--- src/rtl/vram_pkg.sv ---
// Shared constants and the scan-out address helper for the VRAM arbiter.
package vram_pkg;
    localparam int H_DISPLAY      = 320;
    localparam int V_DISPLAY      = 240;
    localparam int WORDS_PER_LINE = H_DISPLAY / 4;
    localparam int FB_WORDS       = WORDS_PER_LINE * V_DISPLAY;
    localparam int ADDR_W         = 15;
    localparam int DATA_W         = 16;
    localparam int PIX_LATENCY    = 4;

    // vpos*80 + word index, built from shifts; wraps at ADDR_W bits.
    function automatic logic [ADDR_W-1:0] scan_addr(input logic [8:0] vpos,
                                                    input logic [6:0] hword);
        logic [ADDR_W-1:0] w_v;
        w_v = ADDR_W'(vpos);
        return (w_v << 6) + (w_v << 4) + ADDR_W'(hword);
    endfunction
endpackage

--- src/rtl/pixel_shifter.sv ---
// Captures fetched words, delays them to the pixel slot and serialises
// each 16-bit word into four 4-bit pixels, leftmost pixel first.
module pixel_shifter
    import vram_pkg::*;
(
    input  logic              clk,
    input  logic              reset,
    input  logic              i_slot,
    input  logic [DATA_W-1:0] i_rdata,
    input  logic              i_disp,
    output logic [3:0]        o_pixel
);
    logic [PIX_LATENCY-1:1] r_vld_pipe;
    logic [DATA_W-1:0]      r_hold;
    logic [DATA_W-1:0]      r_shift;

    always_ff @(posedge clk) begin
        if (reset) begin
            r_vld_pipe <= '0;
            r_hold     <= '0;
            r_shift    <= '0;
        end else begin
            r_vld_pipe <= {r_vld_pipe[PIX_LATENCY-2:1], i_slot};
            if (r_vld_pipe[1])
                r_hold <= i_rdata;
            // Load lands so the first nibble shows exactly PIX_LATENCY after the slot.
            if (r_vld_pipe[PIX_LATENCY-1])
                r_shift <= r_hold;
            else
                r_shift <= r_shift >> 4;
        end
    end

    assign o_pixel = i_disp ? r_shift[3:0] : 4'd0;
endmodule

--- src/rtl/vram_scan_arbiter.sv ---
// Single-port VRAM sharing: one video fetch every fourth visible cycle,
// CPU gets all other cycles; sync/blank delayed to match the pixel stream.
module vram_scan_arbiter
    import vram_pkg::*;
(
    input  logic              clk,
    input  logic              reset,
    input  logic [8:0]        hpos,
    input  logic [8:0]        vpos,
    input  logic              display_on,
    input  logic              hsync,
    input  logic              vsync,
    input  logic              cpu_req,
    input  logic              cpu_we,
    input  logic [ADDR_W-1:0] cpu_addr,
    input  logic [DATA_W-1:0] cpu_wdata,
    output logic              cpu_gnt,
    output logic [DATA_W-1:0] cpu_rdata,
    output logic              cpu_rvalid,
    output logic [ADDR_W-1:0] mem_addr,
    output logic              mem_we,
    output logic [DATA_W-1:0] mem_wdata,
    input  logic [DATA_W-1:0] mem_rdata,
    output logic [3:0]        pixel,
    output logic              d_hsync,
    output logic              d_vsync,
    output logic              d_display_on
);
    logic                   r_rst_q;
    logic                   r_rd_pend;
    logic                   r_rd_oor;
    logic [ADDR_W-1:0]      r_last_addr;
    logic [PIX_LATENCY-1:0] r_hs_dly;
    logic [PIX_LATENCY-1:0] r_vs_dly;
    logic [PIX_LATENCY-1:0] r_de_dly;

    logic                   w_quiet;
    logic                   w_vslot;
    logic                   w_gnt;
    logic                   w_in_range;
    logic                   w_we;
    logic [ADDR_W-1:0]      w_addr;
    logic [DATA_W-1:0]      w_wdata;
    logic [3:0]             w_pixel;

    // Outputs stay dark during reset and the cycle right after it.
    assign w_quiet    = reset | r_rst_q;
    assign w_vslot    = display_on && (hpos[1:0] == 2'b00) && !w_quiet;
    assign w_gnt      = cpu_req && !w_vslot && !w_quiet;
    assign w_in_range = cpu_addr < ADDR_W'(FB_WORDS);

    always_comb begin
        w_addr  = r_last_addr;
        w_we    = 1'b0;
        w_wdata = '0;
        if (w_vslot) begin
            w_addr = scan_addr(vpos, hpos[8:2]);
        end else if (w_gnt) begin
            w_addr  = cpu_addr;
            w_we    = cpu_we && w_in_range;
            w_wdata = cpu_wdata;
        end
    end

    always_ff @(posedge clk) begin
        if (reset) begin
            r_rst_q     <= 1'b1;
            r_rd_pend   <= 1'b0;
            r_rd_oor    <= 1'b0;
            r_last_addr <= '0;
            r_hs_dly    <= '0;
            r_vs_dly    <= '0;
            r_de_dly    <= '0;
        end else begin
            r_rst_q     <= 1'b0;
            r_rd_pend   <= w_gnt && !cpu_we;
            r_rd_oor    <= !w_in_range;
            r_last_addr <= w_addr;
            r_hs_dly    <= {r_hs_dly[PIX_LATENCY-2:0], hsync};
            r_vs_dly    <= {r_vs_dly[PIX_LATENCY-2:0], vsync};
            r_de_dly    <= {r_de_dly[PIX_LATENCY-2:0], display_on};
        end
    end

    pixel_shifter u_shift (
        .clk     (clk),
        .reset   (reset),
        .i_slot  (w_vslot),
        .i_rdata (mem_rdata),
        .i_disp  (r_de_dly[PIX_LATENCY-1]),
        .o_pixel (w_pixel)
    );

    assign cpu_gnt      = w_gnt;
    assign mem_addr     = w_quiet ? '0 : w_addr;
    assign mem_we       = w_we;
    assign mem_wdata    = w_wdata;
    assign cpu_rvalid   = r_rd_pend && !w_quiet;
    // Out-of-range reads still return a pulse, but with zero data.
    assign cpu_rdata    = (r_rd_pend && !r_rd_oor && !w_quiet) ? mem_rdata : '0;
    assign pixel        = w_quiet ? 4'd0 : w_pixel;
    assign d_hsync      = r_hs_dly[PIX_LATENCY-1] && !w_quiet;
    assign d_vsync      = r_vs_dly[PIX_LATENCY-1] && !w_quiet;
    assign d_display_on = r_de_dly[PIX_LATENCY-1] && !w_quiet;
endmodule
--- config.mk ---
export PLATFORM = sky130hd
export DESIGN_NAME = vram_scan_arbiter
export DESIGN_NICKNAME = d
export VERILOG_FILES = /design/src/rtl/vram_pkg.sv /design/src/rtl/pixel_shifter.sv /design/src/rtl/vram_scan_arbiter.sv
export SDC_FILE = /design/constraint.sdc
export NUM_CORES = 1
export LEC_CHECK = 0
export ABC_AREA = 0
export CELL_PAD_IN_SITES_DETAIL_PLACEMENT = 2
export CELL_PAD_IN_SITES_GLOBAL_PLACEMENT = 2
export CORE_MARGIN = 1
export CORE_UTILIZATION = 22
export DETAILED_ROUTE_END_ITERATION = 10
export GPL_ROUTABILITY_DRIVEN = 0
export PLACE_DENSITY_LB_ADDON = 0.25
export SYNTH_ARGS = -nofsm -noshare
export SYNTH_HDL_FRONTEND = slang
export SYNTH_HIERARCHICAL = 1
export SYNTH_SLANG_ARGS = --single-unit
--- constraint.sdc ---
create_clock -name clk -period 2.6 [get_ports clk]
set_input_delay 0.39 -clock clk [delete_from_list [all_inputs] [get_ports clk]]
set_output_delay 0.39 -clock clk [all_outputs]
set_load 0.03 [all_outputs]
==> metrics.md, run 1 <==
| Metric | Value |
|---|---|
| Status | `complete, but fails checks` |
| Failing checks | `negative setup slack` |
| Grt total ovfl | `0` |
| VDD IR max | `0.296 mV` |
| Placeable Area | `14,600 sq um` |
| Combinational family with the most area after synthesis | `simple AND/OR/NAND/NOR gates` |
| Hold Path Class | `reg -> reg` |
| Die Span X | `124 microns` |
| Worst skew pair latency | `0.33 ns` |
| IO Pins | `129` |
| Post-synth top flop | `dfxtp_1` |
| Vias post-DR | `3,292` |
| Fmax | `0.330 GHz` |
| Post-synthesis register bit count | `65` |
| Initial antenna violation count | `1` |
| Cts hold-fix bufs | `0` |
| Most area-consuming cells after synthesis | `dfxtp_1 39%, and2_1 9.9%, mux2i_1 9.1%, nor2_1 6.5%, ha_1 6.4%` |
| Switching power | `0.799 mW` |
| Std-Cell Rows | `44` |
| FF-to-FF path depth | `8` |
| Htree depth | `3` |
| Mapped Nets | `458` |
| RSZ-0062 raised after global routing | `true` |
| WP data arrival | `2.64 ns` |
| Avg Synthesized Cell Area | `8.99 sq um` |
| Crit path capture type | `output pin` |
| Synth-to-Final Area Change | `81.0%` |
| Internal | `2.25 mW` |
| Critical path class | `in -> out` |
| Via density | `4.42` |
| Number of diodes | `0` |
| Port Buffer Count | `128` |
| Final setup margin | `-0.431 ns` |
| Root buf cell | `clkbuf_16` |
| Adder-Cell Fraction of Synth Area | `7.66%` |
| Num CTS Buffers | `9` |
| Max FO, Critical Path | `2` |
| Initial Utilization | `22.6%` |
| Minimum clock period | `3.03 ns` |
| # Max-Cap Violations | `0` |
| Post-synthesis compound-gate area fraction | `8.99%` |
| Starting DRT DRC Count | `54` |
| First-pass DRT Iterations | `4` |
| Asr flop ratio synth | `0%` |
| Slowest stage delay, CP | `0.44 ns` |
| CP cell instances | `buf_8, inv_4, fa_2, fa_2, nor2b_4, o31a_1, nor2_4, o21ai_2, xnor2_2, a2111oi_4, clkbuf_16` |
| Die area | `15,500 sq um` |
| Sequential fraction of the synthesis area | `39.5%` |
| CP dominant cell by count | `fa_2` |
| Wirelength per Cell | `15.7 microns` |
| Mapped Cells | `367` |
| Mapped cell area | `3300 sq um` |
| Largest net degree at the start of global routing | `58` |
| Clk_skew | `0.00662 ns` |
| Warnings from Yosys | `6` |
| Final setup TNS | `-2.59 ns` |
| Sw Share | `26.2%` |
| Leak | `2.49 nW` |
| Overall routed net length | `11,700 microns` |
| Clk slew on worst S/H paths | `0.06 ns` |
| Final setup violation count | `9` |
| Share of cells above drive strength 1 | `38.0%` |
| Mux cell area share after synthesis | `9.10%` |
| Final std cells w/o fill | `744` |
| Placed Instances | `717` |
| Crit path depth | `11` |
| First-pass GRT wire length | `18,800 microns` |
| ANT nets after route | `0` |
| Clock power frac | `43.4%` |
| Crit path required time | `2.21 ns` |
| Power Density | `510 nW/um^2` |
| Tot GR Track Use | `15.2%` |
| CP startpoint kind | `input port` |
| Final Max Slew Viols | `0` |
| # DRC | `0` |
| Die extent in y | `124 microns` |
| Vias in the first global route | `3,683` |
| Post-synthesis cell type count | `51` |
| Post-Synth XOR/XNOR Area | `1.06%` |
| Final worst path period share | `117%` |
| Combinational Power Share | `22.9%` |
| Worst-case clock buffer depth | `2` |
| Top-area cell type share of the netlist area | `39.5%` |
| CTS Sinks | `65` |
| Crit-path slowest cell | `fa_2` |
| TritonCTS clock tree | `yes` |
| Cell family with most CP delay | `adder cells` |
| Slew of the pin with the lowest slew margin | `0.773 ns` |
| Post-synth top area cell | `dfxtp_1` |
| Synth Area in Simple Gates | `28.7%` |
| Hold path cells | `1` |
| Detail Placement HPWL | `8500 microns` |
| Register share of total power | `33.7%` |
| Max_slew headroom | `48.4%` |
| Fin. Hold Viols | `0` |
| Number of synthesized flops with an enable pin | `0` |
| CP bufs+invs | `3` |
| Final net count | `646` |
registers in the layout, summed over array words and instances (netlist names):
name	count
u_shift/r_hold	16
u_shift/r_shift	16
r_last_addr	15
r_de_dly	4
r_hs_dly	4
r_vs_dly	4
u_shift/r_vld_pipe	3
r_rd_oor	1
r_rd_pend	1
r_rst_q	1
cells by family (layout without fill, tap and decap cells):
family                   after synthesis  count (layout)
buffers and inverters                 31             224
flip-flops                            65              65
multiplexers                          30              30
adder cells (fa/ha/maj)               19              19
AO/OA/AOI/OAI                         41              41
AND/OR/NAND/NOR                      177             177
XOR/XNOR                               4               4
cell usage after synthesis (2+ instances only):
library cell	count
o31ai_1	2
and2_1	52
nor3_1	7
nand4_1	2
inv_1	9
nand2_1	15
a21oi_1	8
o21ai_0	5
a21o_1	3
nor4_1	3
fa_1	2
xnor2_1	3
nor2b_1	26
o22ai_1	3
clkbuf_1	12
nand3_1	2
nor2_1	57
a31oi_1	4
dfxtp_1	65
buf_2	5
a211oi_1	2
ha_1	17
and3_1	2
nand3b_1	2
a2111oi_2	2
mux2i_1	30
buf_6	3
power by group through the flow:
stage                     clock network, mW  logic (mW)  registers, mW
after floorplan                           0       0.255           1.05
after global placement                    0       0.537           1.05
after detailed placement                  0       0.551           1.05
after CTS                              1.37       0.673           1.03
after global routing                   1.41       0.747           1.03
final                                  1.32       0.697           1.03
cell usage in the layout, fill, tap and decap left out, types with 4 or more instances in the layout:
cell type / instances
a21oi_2: 5
and2_1: 52
buf_12: 6
buf_4: 108
buf_6: 13
clkbuf_16: 10
clkdlybuf4s50_1: 57
dfxtp_1: 64
dlygate4sd2_1: 5
ha_1: 5
ha_4: 11
inv_1: 4
mux2i_1: 30
nand2_1: 15
nor2_1: 53
nor2b_1: 22
nor2b_4: 4
nor3_1: 4
nor4_2: 4
worst paths after layout:
| kind | slack, ns | endpoint | start |
|---|---|---|---|
| worst max-delay path | -0.43 | mem_addr[13] | vpos[0] |
| worst min-delay path | 0.44 | r_de_dly[2]$_SDFF_PP0_ | r_de_dly[1]$_SDFF_PP0_ |
| worst max register to register | 0.80 | r_last_addr[2]$_SDFF_PP0_ | r_rst_q$_DFF_P_ |
| worst min register to register | 0.44 | r_de_dly[2]$_SDFF_PP0_ | r_de_dly[1]$_SDFF_PP0_ |
layout make-up:
type	instances	area [sq um]
fill	1541	8620
multi-input combinational	271	2250
timing repair buffer	198	1810
sequential	65	1300
tap	184	230
clock buffer	9	225
clock inverter	7	101
inverter	10	55.1
per-stage QoR:
stage | power (mW) | setup slack, ns | cell area (sq um) | hold WS, ns | utilization, %
after floorplan | 1.30 | -0.192 | 3380 | 0.414 | -
after global placement | 1.58 | -0.897 | 5130 | 0.419 | 35.2
after detailed placement | 1.60 | -1.02 | 5130 | 0.427 | 35.2
after CTS | 3.07 | -0.523 | 5870 | 0.432 | 40.3
after global routing | 3.18 | -0.543 | 5970 | 0.435 | 40.9
final | 3.05 | -0.431 | 5970 | 0.438 | 40.9
routing by layer:
| layer | track usage, % | wire length [microns] |
|---|---|---|
| met1 | 17.1 | 4830 |
| met2 | 28.1 | 6180 |
| met3 | 4.51 | 576 |
| met4 | 3.19 | 78 |
| met5 | 0 | 17 |
repair_timing:
item                                    CTS  global route
resized for setup                        83            25
endpoints found under the setup margin   21            14
setup buffers                            10             4
pin swaps                                25            24
Power figures use the tool's default switching activity.
==> run 2: changes to the inputs <==
--- a/config.mk
+++ b/config.mk
@@ -10,10 +10,11 @@
 export CELL_PAD_IN_SITES_GLOBAL_PLACEMENT = 2
 export CORE_MARGIN = 1
 export CORE_UTILIZATION = 22
+export CTS_CLUSTER_SIZE = 30
 export DETAILED_ROUTE_END_ITERATION = 10
 export GPL_ROUTABILITY_DRIVEN = 0
 export PLACE_DENSITY_LB_ADDON = 0.25
+export RECOVER_POWER = 50
 export SYNTH_ARGS = -nofsm -noshare
 export SYNTH_HDL_FRONTEND = slang
-export SYNTH_HIERARCHICAL = 1
 export SYNTH_SLANG_ARGS = --single-unit
==> metrics.md, run 2 <==
| Metric | Value |
|---|---|
| Status | `complete, but fails checks` |
| Failing checks | `negative setup slack` |
| Largest net degree at the start of global routing | `51 (-12%)` |
| Final Max Slew Viols | `0 (unchanged)` |
| Tot GR Track Use | `17.2% (+2.0 points)` |
| Critical path class | `in -> out` |
| First-pass GRT wire length | `19,800 microns (+5.3%)` |
| Mapped Nets | `465 (+1.5%)` |
| Switching power | `0.798 mW (-0.13%)` |
| Mapped cell area | `3270 sq um (-0.72%)` |
| Via density | `4.45 (+0.53%)` |
| Post-synthesis register bit count | `65 (unchanged)` |
| Initial antenna violation count | `0 (-1)` |
| Share of cells above drive strength 1 | `38.0% (about the same)` |
| Warnings from Yosys | `0 (-6)` |
| CP cell instances | `buf_8, inv_8, fa_1, fa_2, nand2b_4, a21oi_4, buf_6, a2111o_1, o21ai_2, nor3_2, buf_4` |
| Crit path capture type | `output pin` |
| Std-Cell Rows | `44 (unchanged)` |
| Power Density | `514 nW/um^2 (+0.71%)` |
| Clk_skew | `0.00455 ns (-0.00207 ns)` |
| Most area-consuming cells after synthesis | `dfxtp_1 40%, mux2i_1 11%, ha_1 6.5%, nor2_1 5.3%, and2_1 4.6%` |
| Final setup margin | `-0.244 ns (+0.187 ns)` |
| Htree depth | `3 (unchanged)` |
| Leading cell type in the layout, fill and taps excluded | `buf_4` |
| Vias post-DR | `3,345 (+1.6%)` |
| Top-area cell type share of the netlist area | `39.7% (+0.29 points)` |
| Hold Path Class | `in -> reg` |
| Die Span X | `124 microns (-0.35%)` |
| Mapped Cells | `374 (+1.9%)` |
| Starting DRT DRC Count | `65 (+20%)` |
| Final setup violation count | `14 (+5)` |
| Post-Layout Inst Area | `5920 sq um (-0.78%)` |
| Clk slew on worst S/H paths | `0.06 ns (about the same)` |
| Max_slew headroom | `29.7% (-19 points)` |
| Leak | `2.57 nW (+2.9%)` |
| Wirelength per Cell | `17.1 microns (+9.1%)` |
| Avg Synthesized Cell Area | `8.76 sq um (-2.6%)` |
| Most frequent cells in the layout | `113 x buf_4, 64 x dfxtp_1, 54 x clkdlybuf4s50_1` |
| Cell family with most CP delay | `adder cells` |
| Minimum clock period | `2.84 ns (-0.187 ns)` |
| Die area | `15,400 sq um (-0.71%)` |
| Register share of total power | `33.8% (about the same)` |
| Synth top cells by count | `65 x dfxtp_1, 46 x nor2_1, 35 x mux2i_1, 35 x nand2_1, 24 x and2_1` |
| # DRC | `0 (unchanged)` |
| Slew of the pin with the lowest slew margin | `1.05 ns (+0.281 ns)` |
| Post-synthesis cell type count | `41 (-20%)` |
| Synth-to-Final Area Change | `80.9% (about the same)` |
| TritonCTS clock tree | `yes` |
| First-pass DRT Iterations | `4 (unchanged)` |
| Crit-path slowest cell | `fa_1` |
| Sw Share | `26.2% (about the same)` |
| Worst skew pair latency | `0.34 ns (about the same)` |
| Detail Placement HPWL | `8890 microns (+4.6%)` |
| VDD IR max | `0.225 mV (-24%)` |
| Vias in the first global route | `3,721 (+1.0%)` |
| Overall routed net length | `12,900 microns (+10%)` |
| Top flop regs | `u_shift.r_hold: 16 flops, u_shift.r_shift: 16 flops, r_last_addr: 15 flops` |
| Port Buffer Count | `128 (unchanged)` |
| Max FO, Critical Path | `3 (+1)` |
| Worst-case clock buffer depth | `2 (unchanged)` |
| Asr flop ratio synth | `0% (unchanged)` |
| IO Pins | `129 (unchanged)` |
| Root buf cell | `clkbuf_16` |
| Core Util, Final | `40.7% (-0.16 points)` |
| Fin. Hold Viols | `0 (unchanged)` |
| Layout fillers | `1,597 (+3.6%)` |
| Number of synthesized flops with an enable pin | `0 (unchanged)` |
| Post-synth top flop | `dfxtp_1` |
| RSZ-0062 raised after global routing | `true` |
| Placed Instance Area | `4980 sq um (-3.0%)` |
| # Max-Cap Violations | `0 (unchanged)` |
| Total chip power | `3.04 mW (about the same)` |
| Final net count | `654 (+1.2%)` |
| CP bufs+invs | `4 (+1)` |
| Placeable Area | `14,500 sq um (-0.38%)` |
| Die extent in y | `124 microns (-0.35%)` |
| Num CTS Buffers | `9 (unchanged)` |
| Fmax | `0.352 GHz (+6.6%)` |
| Clock power frac | `44.3% (+0.9 points)` |
| Slowest stage delay, CP | `0.51 ns (+0.07 ns)` |
| CTS Sinks | `65 (unchanged)` |
| Final setup TNS | `-2.07 ns (+0.524 ns)` |
| Initial Utilization | `22.5% (-0.078 points)` |
| Final worst path period share | `109% (-7.2 points)` |
| Grt total ovfl | `0 (unchanged)` |
| Sequential fraction of the synthesis area | `39.7% (+0.29 points)` |
| Internal | `2.25 mW (about the same)` |
| ANT nets after route | `0 (unchanged)` |
| Crit path required time | `2.21 ns (about the same)` |
| Combinational Power Share | `21.9% (-1.0 points)` |
| Final std cells w/o fill | `752 (+1.1%)` |
| CP startpoint kind | `input port` |
| Number of diodes | `0 (unchanged)` |
| Post-synth top area cell | `dfxtp_1` |
| WP data arrival | `2.45 ns (-0.19 ns)` |
| Placed Instances | `706 (-1.5%)` |
| Most frequent cell after synthesis | `dfxtp_1` |
| Cts hold-fix bufs | `0 (unchanged)` |
-- run 2: changes by cell type in the layout (fill, tap and decap cells not counted), sizes merged, moves of 5 or more --
cell,change
and2,-28
a311oi,+6
mux2i,+5
nand2,+19
and3,+21
a21oi,+7
nor2,-12
-- run 2: path summary, 6_finish.rpt --
check | start | to | slack, ns | cells after the start
setup reg to reg | r_rst_q$_DFF_P_ | r_last_addr[12]$_SDFF_PP0_ | 0.37 | 8
hold / removal | reset | r_last_addr[3]$_SDFF_PP0_ | 0.24 | 2
hold reg to reg | r_de_dly[1]$_SDFF_PP0_ | r_de_dly[2]$_SDFF_PP0_ | 0.44 | 1
setup / recovery | vpos[2] | mem_addr[11] | -0.24 | 11
-- run 2: per-stage QoR --
stage	hold slack [ns]	setup WS, ns
finish	0.242	-0.244
global route	0.234	-0.329
floorplan	0.414	-0.0618
detailed placement	0.430	-1.06
CTS	0.271	-0.273
global placement	0.417	-1.01
-- run 2: metal layers --
layer / part of all wire [%] / global-route usage, % / vias up / routed length [microns]
li1: - / - / 1652 / -
met3: 3.1 / 3.39 / 12 / 405
met1: 42 / 20.3 / 1626 / 5440
met5: 0 / 0 / - / 0
met4: 1.1 / 4.91 / 0 / 145
met2: 54 / 31.4 / 55 / 6900
-- run 2: power by group through the flow --
stage | Sequential, mW | Combinational [mW] | Clock, mW
5_1_grt | 1.03 | 0.719 | 1.42
3_5_place_dp | 1.05 | 0.516 | 0
2_1_floorplan | 1.05 | 0.241 | 0
4_1_cts | 1.03 | 0.637 | 1.36
3_3_place_gp | 1.05 | 0.499 | 0
6_report | 1.03 | 0.666 | 1.35
-- run 2: timing repair --
action	in CTS	in global routing
pin swaps	33	18
gates resized for setup	89	36
endpoints found under the setup margin	20	15
setup buffers	29	3
gates cloned	1	0
-- run 2: cells by family after synthesis --
group | after synthesis | synth area share (%)
AO/OA/AOI/OAI | 44 | 9.51
XOR/XNOR | 2 | 0.535
adder cells (fa/ha/maj) | 19 | 7.72
buffers and inverters | 35 | 4.66
flip-flops | 65 | 39.7
multiplexers | 36 | 11.0
AND/OR/NAND/NOR | 173 | 26.8
-- run 2: cell type report --
type	count	area, sq um	share of cell area [%]
clock buffer	10	239	4.04
multi-input combinational	274	2230	37.6
clock inverter	6	90.1	1.52
timing repair buffer	204	1790	30.2
sequential	65	1300	22.0
tap	184	230	3.89
inverter	9	41.3	0.697
==> run 3: changes to the inputs <==
--- a/config.mk
+++ b/config.mk
@@ -9,7 +9,7 @@
 export CELL_PAD_IN_SITES_DETAIL_PLACEMENT = 2
 export CELL_PAD_IN_SITES_GLOBAL_PLACEMENT = 2
 export CORE_MARGIN = 1
-export CORE_UTILIZATION = 22
+export CORE_UTILIZATION = 25
 export CTS_CLUSTER_SIZE = 30
 export DETAILED_ROUTE_END_ITERATION = 10
 export GPL_ROUTABILITY_DRIVEN = 0
==> constraint.sdc (replaced) <==
create_clock -name clk -period 2.96 [get_ports clk]
set_input_delay 0.444 -clock clk [delete_from_list [all_inputs] [get_ports clk]]
set_output_delay 0.444 -clock clk [all_outputs]
set_load 0.03 [all_outputs]
==> metrics.md, run 3 (same netlist as run 2, synthesis figures left out) <==
| Metric | Value |
|---|---|
| Worst skew pair latency | `0.33 ns (about the same)` |
| Detail Placement HPWL | `8500 microns (-4.4%)` |
| Placeable Area | `12,700 sq um (-13%)` |
| First-pass DRT Iterations | `4 (unchanged)` |
| Hold Path Class | `reg -> reg` |
| Grt total ovfl | `0 (unchanged)` |
| Leak | `2.35 nW (-8.4%)` |
| Fmax | `0.329 GHz` |
| Port Buffer Count | `128 (unchanged)` |
| VDD IR max | `0.287 mV (+28%)` |
| Die Span X | `116 microns (-6.1%)` |
| IO Pins | `129 (unchanged)` |
| # Max-Cap Violations | `0 (unchanged)` |
| Num CTS Buffers | `9 (unchanged)` |
| Final Max Slew Viols | `0 (unchanged)` |
| Power Density | `477 nW/um^2 (-7.1%)` |
| TritonCTS clock tree | `yes` |
| Max FO, Critical Path | `4 (+1)` |
| Vias post-DR | `3,214 (-3.9%)` |
| Initial Utilization | `25.8% (+3.3 points)` |
| Final setup margin | `-0.0777 ns (+0.167 ns)` |
| Std-Cell Rows | `41 (-6.8%)` |
| Htree depth | `3 (unchanged)` |
| Worst-case clock buffer depth | `2 (unchanged)` |
| Leading cell type in the layout, fill and taps excluded | `buf_4` |
| Tot GR Track Use | `17.8% (+0.55 points)` |
| CP startpoint kind | `input port` |
| CTS Sinks | `65 (unchanged)` |
| Minimum clock period | `3.04 ns` |
| Layout fillers | `1,403 (-12%)` |
| Slew of the pin with the lowest slew margin | `1.45 ns (+0.394 ns)` |
| Synth-to-Final Area Change | `69.7%` |
| Vias in the first global route | `3,453 (-7.2%)` |
| Largest net degree at the start of global routing | `34 (-33%)` |
| Final worst path period share | `103%` |
| Overall routed net length | `12,000 microns (-7.2%)` |
| First-pass GRT wire length | `18,200 microns (-7.9%)` |
| Final setup TNS | `-0.124 ns (+1.94 ns)` |
| Most frequent cells in the layout | `86 x buf_4, 65 x clkdlybuf4s50_1, 64 x dfxtp_1` |
| Share of cells above drive strength 1 | `30.0% (-8.0 points)` |
| Wirelength per Cell | `16.9 microns (-1.5%)` |
| Critical path class | `in -> out` |
| Root buf cell | `clkbuf_16` |
| Total chip power | `2.65 mW (-13%)` |
| Die area | `13,600 sq um (-12%)` |
| Via density | `4.53 (+1.9%)` |
| Clk_skew | `0.00695 ns (+0.00240 ns)` |
| Number of diodes | `0 (unchanged)` |
| RSZ-0062 raised after global routing | `true` |
| Max_slew headroom | `3.44% (-26 points)` |
| # DRC | `0 (unchanged)` |
| Starting DRT DRC Count | `73 (+12%)` |
| Status | `complete, but fails checks` |
| Crit path required time | `2.52 ns (+0.31 ns)` |
| Clk slew on worst S/H paths | `0.05 ns (about the same)` |
| Initial antenna violation count | `0 (unchanged)` |
| WP data arrival | `2.59 ns (+0.14 ns)` |
| ANT nets after route | `0 (unchanged)` |
| Final setup violation count | `3 (-11)` |
| Fin. Hold Viols | `0 (unchanged)` |
| Crit path capture type | `output pin` |
| Top flop regs | `u_shift.r_hold: 16 flops, u_shift.r_shift: 16 flops, r_last_addr: 15 flops` |
| Final net count | `623 (-4.7%)` |
| Die extent in y | `116 microns (-6.1%)` |
| Failing checks | `negative setup slack` |
[run 3: changes by cell type in the layout (fill, tap and decap cells not counted), moves of 5 or more]
cell and delta:
buf_4 -27, nor2_2 -6, clkdlybuf4s50_1 +11, buf_6 -5, nor2_1 +6
[run 3: final timing paths]
check,from,to,slack (ns),cells after the start
hold reg to reg,r_vs_dly[1]$_SDFF_PP0_,r_vs_dly[2]$_SDFF_PP0_,0.44,1
hold / removal,r_vs_dly[1]$_SDFF_PP0_,r_vs_dly[2]$_SDFF_PP0_,0.44,1
setup / recovery,vpos[4],mem_addr[13],-0.08,10
setup reg to reg,r_rst_q$_DFF_P_,r_last_addr[12]$_SDFF_PP0_,0.94,7
[run 3: report_power, final]
group	total (mW)	internal [mW]	switching (mW)	leakage, nW
sequential	0.908	0.896	0.0123	0.528
clock	1.22	0.827	0.391	0.163
combinational	0.527	0.280	0.247	1.66
total	2.65	2.00	0.650	2.35
[run 3: worst max-delay path, stage by stage]
cell           delay [ns]
dlygate4sd2_1        0.29
ha_1                 0.30
ha_1                 0.35
o21ai_1              0.29
a21oi_4              0.08
a221oi_2             0.28
mux2i_1              0.22
buf_4                0.16
nor2_4               0.04
buf_12               0.13
[run 3: layout make-up]
cell class                      instances  area, sq um  share of cell area, %
Sequential cell                        65         1300                   23.4
Timing Repair Buffer                  173         1540                   27.7
Tap cell                              172          215                   3.87
Inverter                                9         38.8                  0.698
Clock inverter                          6          115                   2.07
Multi-Input combinational cell        274         2120                   38.1
Clock buffer                           10          229                   4.12
[run 3: metal layers]
layer | share of wire [%] | global-route usage, % | routed length, microns
met5 | 0 | 0 | 0
met4 | 1.5 | 5.47 | 175
met3 | 2.8 | 3.37 | 335
met2 | 53 | 31.3 | 6320
met1 | 43 | 21.7 | 5120
[run 3: metrics by stage]
step / hold slack [ns] / worst slack, ns / cell area [sq um] / cells / utilization [%]
floorplan: 0.414 / -0.0414 / 3290 / 374 / -
global placement: 0.416 / -0.525 / 4860 / 685 / 38.3
detailed placement: 0.434 / -0.679 / 4860 / 685 / 38.3
CTS: 0.442 / -0.0701 / 5460 / 705 / 43.1
global route: 0.459 / -0.150 / 5560 / 709 / 43.8
finish: 0.443 / -0.0777 / 5560 / 709 / 43.8
[run 3: what timing repair did]
| item | 4_1_cts | 5_1_grt |
|---|---|---|
| hold buffers | 0 | 0 |
| pin swaps | 24 | 13 |
| gates resized for setup | 71 | 18 |
| buffers inserted | 5 | 4 |
| endpoints found under the setup margin | 9 | 8 |
